**src/rtl/aes_key_pkg.sv**
```systemverilog
// Shared types and constants for the AES256 round-key store.
//   AES256_NUM_RK : number of round keys in an AES256 schedule
//   KEY_W / WORD_W: round-key width and load-stream word width
package aes_key_pkg;
  localparam int AES256_NUM_RK = 15;
  localparam int KEY_W         = 128;
  localparam int WORD_W        = 32;

  typedef logic [KEY_W-1:0] rk_t;

  typedef enum logic {RK_ENC = 1'b0, RK_DEC = 1'b1} rk_mode_t;
  typedef enum logic {RK_LOAD, RK_LOADED} rk_state_t;
endpackage

```
**src/rtl/rk_word_packer.sv**
```systemverilog
// Shift-in assembler turning a WORD_WIDTH stream into DATA_WIDTH keys.
// The first word of a key ends up in the MSBs.
//   clk, rst    : clock, async active-high reset
//   clear       : restart at word 0, dropping any partial key
//   word_valid  : a word transfers this cycle
//   word        : the word
//   key_valid   : this word completes a key (combinational)
//   key         : assembled key, meaningful while key_valid
// DATA_WIDTH must hold at least two words.
module rk_word_packer
  import aes_key_pkg::*;
#(
  parameter int DATA_WIDTH = KEY_W,
  parameter int WORD_WIDTH = WORD_W
) (
  input  logic                  clk,
  input  logic                  rst,
  input  logic                  clear,
  input  logic                  word_valid,
  input  logic [WORD_WIDTH-1:0] word,
  output logic                  key_valid,
  output logic [DATA_WIDTH-1:0] key
);
  localparam int WPK   = DATA_WIDTH / WORD_WIDTH;
  localparam int CW    = $clog2(WPK);
  localparam int ACC_W = DATA_WIDTH - WORD_WIDTH;

  logic [CW-1:0]    wcnt;
  logic [ACC_W-1:0] acc;
  logic             last;

  assign last      = (wcnt == CW'(WPK - 1));
  // Earlier words are already in acc; the current word completes the LSBs.
  assign key       = {acc, word};
  assign key_valid = word_valid && last;

  always_ff @(posedge clk or posedge rst) begin
    if (rst) begin
      wcnt <= '0;
      acc  <= '0;
    end else if (clear) begin
      wcnt <= '0;
    end else if (word_valid) begin
      acc  <= key[ACC_W-1:0];
      wcnt <= last ? '0 : wcnt + 1'b1;
    end
  end
endmodule

```
**src/rtl/round_key_store.sv**
```systemverilog
// Run-time loadable AES256 round-key store feeding the addRK stage.
//   clk, resetn          : clock, async active-high reset
//   clear                : invalidate store, restart load at key 0 word 0
//   ld_valid/ld_data     : load word stream, accepted while ld_ready
//   ld_ready             : high only while loading
//   keys_loaded          : every key written
//   rd_req/rd_mode/rd_round : read request (mode 1 maps round r to key N-1-r)
//   rd_valid/rd_key/rd_err  : registered response one cycle after rd_req
module round_key_store
  import aes_key_pkg::*;
#(
  parameter int DATA_WIDTH = KEY_W,
  parameter int WORD_WIDTH = WORD_W,
  parameter int NUM_KEYS   = AES256_NUM_RK,
  parameter int ADDR_WIDTH = 4
) (
  input  logic                  clk,
  input  logic                  resetn,
  input  logic                  clear,
  input  logic                  ld_valid,
  input  logic [WORD_WIDTH-1:0] ld_data,
  output logic                  ld_ready,
  output logic                  keys_loaded,
  input  logic                  rd_req,
  input  logic                  rd_mode,
  input  logic [ADDR_WIDTH-1:0] rd_round,
  output logic                  rd_valid,
  output logic [DATA_WIDTH-1:0] rd_key,
  output logic                  rd_err
);
  localparam logic [ADDR_WIDTH-1:0] LAST_RK = ADDR_WIDTH'(NUM_KEYS - 1);

  rk_state_t             state;
  logic [ADDR_WIDTH-1:0] key_cnt;
  logic                  xfer;
  logic                  key_valid;
  logic [DATA_WIDTH-1:0] packed_key;
  logic [DATA_WIDTH-1:0] mem [NUM_KEYS];
  logic                  rd_bad;
  logic [ADDR_WIDTH-1:0] phys;

  // clear wins over a same-cycle word: that word is dropped.
  assign xfer = ld_valid && ld_ready && !clear;

  rk_word_packer #(
    .DATA_WIDTH (DATA_WIDTH),
    .WORD_WIDTH (WORD_WIDTH)
  ) u_packer (
    .clk        (clk),
    .rst        (resetn),
    .clear      (clear),
    .word_valid (xfer),
    .word       (ld_data),
    .key_valid  (key_valid),
    .key        (packed_key)
  );

  always_ff @(posedge clk or posedge resetn) begin
    if (resetn) begin
      state       <= RK_LOAD;
      key_cnt     <= '0;
      ld_ready    <= 1'b1;
      keys_loaded <= 1'b0;
    end else if (clear) begin
      state       <= RK_LOAD;
      key_cnt     <= '0;
      ld_ready    <= 1'b1;
      keys_loaded <= 1'b0;
    end else begin
      case (state)
        RK_LOAD: begin
          if (key_valid) begin
            if (key_cnt == LAST_RK) begin
              state       <= RK_LOADED;
              ld_ready    <= 1'b0;
              keys_loaded <= 1'b1;
            end else begin
              key_cnt <= key_cnt + 1'b1;
            end
          end
        end
        default: ;  // RK_LOADED: load stream is ignored until clear
      endcase
    end
  end

  // Storage is deliberately not reset; stale contents are masked by keys_loaded.
  always_ff @(posedge clk) begin
    if (key_valid) mem[key_cnt] <= packed_key;
  end

  // Range check uses the logical round, before decrypt remapping.
  assign rd_bad = !keys_loaded || (rd_round > LAST_RK);
  assign phys   = (rk_mode_t'(rd_mode) == RK_DEC) ? LAST_RK - rd_round : rd_round;

  always_ff @(posedge clk or posedge resetn) begin
    if (resetn) begin
      rd_valid <= 1'b0;
      rd_key   <= '0;
      rd_err   <= 1'b0;
    end else begin
      rd_valid <= rd_req;
      if (rd_req) begin
        rd_err <= rd_bad;
        rd_key <= rd_bad ? '0 : mem[phys];
      end
    end
  end
endmodule

```
**config.mk**
```make
export PLATFORM = sky130hd
export DESIGN_NAME = round_key_store
export DESIGN_NICKNAME = d
export VERILOG_FILES = /design/src/rtl/aes_key_pkg.sv /design/src/rtl/rk_word_packer.sv /design/src/rtl/round_key_store.sv
export SDC_FILE = /design/constraint.sdc
export NUM_CORES = 2
export LEC_CHECK = 0
export BUFFER_PORTS_ARGS = -buffer_cell sky130_fd_sc_hd__buf_4
export CAP_MARGIN = 25
export CORE_MARGIN = 4
export CORE_UTILIZATION = 42
export CTS_BUF_LIST = sky130_fd_sc_hd__clkbuf_4
export CTS_CLUSTER_SIZE = 40
export DETAILED_ROUTE_END_ITERATION = 8
export SYNTH_ARGS = -nofsm -noshare
export SYNTH_HDL_FRONTEND = slang
export SYNTH_SLANG_ARGS = --single-unit
export TNS_END_PERCENT = 20
```
**constraint.sdc**
```tcl
create_clock -name clk -period 31.8 [get_ports clk]
set_clock_uncertainty 0.15 [all_clocks]
set_input_delay 1.59 -clock clk [delete_from_list [all_inputs] [get_ports clk]]
set_output_delay 1.59 -clock clk [all_outputs]
set_load 0.05 [all_outputs]
```
==> results.toml <==
[final_layout]
drive_above_1_share_pct = 42.1
fin_nets = 4217
fill_cells = 15700
syn_to_final_growth_pct = 14.4

[setup_path]
end_kind = "flip-flop"
timing.critical_path.from_type = "flip-flop"
crit_path_max_incr_delay_ps = 920
critical_path_class = "flip-flop to flip-flop"
crit_arrival_ps = 5930
cp_slowest_cell = "buf_4"
reg2reg_depth = 6
cp.required_ps = 32560
crit_chain = "and3b_4 -> buf_4 -> nand3_1 -> nor2_4 -> buf_4 -> buf_4"
crit_path_max_fanout = 52
cp_common_cell = "buf_4"

[clock_network]
htreeDepth = 6
clk-insertion-delay-late_ps = 1340
root_buffer = "clkbuf_4"
cts.sinks = 2155
clk_pin_slew_ps = 60
cts-buffers-inserted = 565
postCtsHoldBufs = 0
cts_tree = "yes"
cts_resized = 0
post_cts_buffers = 0
clockBufferDepth = 4

[synth]
ys_seq_elements = 2155
synthTopCellsByArea = "edfxtp_1 71%, mux4_2 11%, dfrtp_1 7.2%"
synthesis.area_um2 = 80800
syn_inst = 3546
synth.avg_cell_area_um2 = 22.8
yosysWarningCount = 0
yosysSeqAreaShare_pct = 78.7
yosysTopAreaCell = "edfxtp_1"
synth_top_area_share_pct = 71.4
synth-edff-count = 1920
synth_cell_type_count = 33
async_flop_share_pct = 10.9
syn_nets = 3594
synth_ff_type = "edfxtp_1"

[sta]
setup_viol = 0
rsz0062_at_grt = "false"
fmax_ghz = 0.194
period_share_pct = 16.2
relSlewSlack_pct = 28.2
fin_crit_ps = 5160
slew_viol_final = 0
setup_tns_ps = 0
tightest_slew_ps = 1080
finalHoldViolCount = 0

[die]
die_h_um = 447
dieArea_um2 = 199000
initial_core_util_pct = 42.3
rows = 160
die_w_um = 447
core_area_um2 = 191000
boundaryPins = 174

[detailed_routing]
vias_per_cell = 5.68
drtAntennaViolNets = 0
vias = 40500
avgRoutedWirePerCell_um = 28.9
finalWirelength_um = 206000
drc = 0
dr.pass1.iters = 8
drtIter0Drc = 3999

[power]
p_int_uw = 4670
power_uw = 6070
p_comb_share_pct = 4.2
seqPwrFrac_pct = 56.1
p_clk_share_pct = 39.6
p_leak_uw = 0.0312
power_density_nw_per_um2 = 65.6
ir_drop_mv = 0.0257
switching_share_pct = 23.0
p_sw_uw = 1400

[global_route]
globalRoute.totalOverflow = 0
grtUsageTotal_pct = 20.8
antenna_found_initial = 10
grt_pass1_vias = 42600
grt_max_degree = 154
grt_pass1_wl_um = 297000

[run]
max_cap_viol_count = 0

[placement]
io_buffers = 173
place_congestion = 0.716
dp_hpwl_um = 100000

[worst_hold_path]
hp-class = "primary input to async pin"

[run_status]
status = "finished, final reports clean"
==> critical path: cells and delay by family (launching register included) <==
kind	cells	cell delay [ps]
buffers and inverters	3	2420
DFF	1	590
and+or+nand+nor	3	1500
==> power by group through the flow <==
stage / logic [uW] / clock network, uW / registers [uW]
2_1_floorplan: 194 / 0 / 3370
3_3_place_gp: 257 / 0 / 3460
3_5_place_dp: 259 / 0 / 3460
4_1_cts: 260 / 2470 / 3400
5_1_grt: 276 / 2640 / 3410
6_report: 257 / 2410 / 3410
==> cell families after synthesis <==
| group | synth area share [%] |
|---|---|
| AOI/OAI and AO/OA | 2.45 |
| xor gates and xnor gates | 0.0666 |
| adders and majority gates | 0.0929 |
| buffers and inverters | 1.23 |
| DFF | 78.7 |
| muxes | 17.2 |
| and+or+nand+nor | 0.282 |
==> area by class of cell <==
| type | count | area [um2] | area share, % |
|---|---|---|---|
| Clock inverter | 108 | 572 | 0.619 |
| Inverter | 6 | 35.0 | 0.0379 |
| Multi-Input combinational cell | 1187 | 16400 | 17.7 |
| Clock buffer | 889 | 6670 | 7.22 |
| Timing Repair Buffer | 254 | 2080 | 2.25 |
| Tap cell | 2511 | 3140 | 3.40 |
| Antenna cell | 10 | 25.0 | 0.0271 |
| Sequential cell | 2155 | 63500 | 68.7 |
==> final timing paths <==
path	start	to	slack [ps]
max	ld_ready	mem[4][58]	26640
min	resetn	u_packer.acc[86]	300
max reg2reg	ld_ready	mem[4][58]	26640
min reg2reg	rd_key[57]	rd_key[57]	390
max in group asynchronous	resetn	rd_key[59]	28980
min in group clk	rd_req	rd_valid	320
==> synth_stat cells (all sizes together), types with 3 or more instances <==
cell,number
nor3,5
nor2,18
nand3,5
edfxtp,1920
nand2b,4
mux2,352
o21ai,129
ha,6
nand2,7
buf,146
a21oi,3
clkbuf,52
inv,6
mux4,384
dfrtp,234
mux2i,129
a222oi,128
==> flip-flops by register name (all words and copies together) (netlist names), 2 cells and up <==
name	count
u_packer.wcnt	2
rd_key	128
key_cnt	4
u_packer.acc	96
mem	1920
==> layout by cell type, fill, tap and decap left out, drive strengths merged, types with 23 or more instances in the layout <==
cell type	instances
clkinv	84
mux2	352
mux2i	129
buf	254
edfxtp	1920
a222oi	128
clkbuf	889
inv	23
dfrtp	234
o21ai	129
mux4	384
==> metrics by stage <==
step	worst slack [ps]	hold WS (ps)	util (%)	cells	cell area [um2]
global placement	25370	368	44.6	6109	85100
global route	26410	196	48.4	7114	92400
floorplan	19470	356	-	3546	80800
finish	26640	298	48.5	7120	92400
CTS	26500	156	48.4	7107	92300
detailed placement	25310	383	44.6	6110	85100
==> layer usage <==
metal / routed length, um / track usage, %
met5: 27 / 0
met4: 4900 / 6.90
met3: 15900 / 4.80
met2: 101000 / 33.7
met1: 83700 / 27.9
Power figures use the tool's default switching activity.
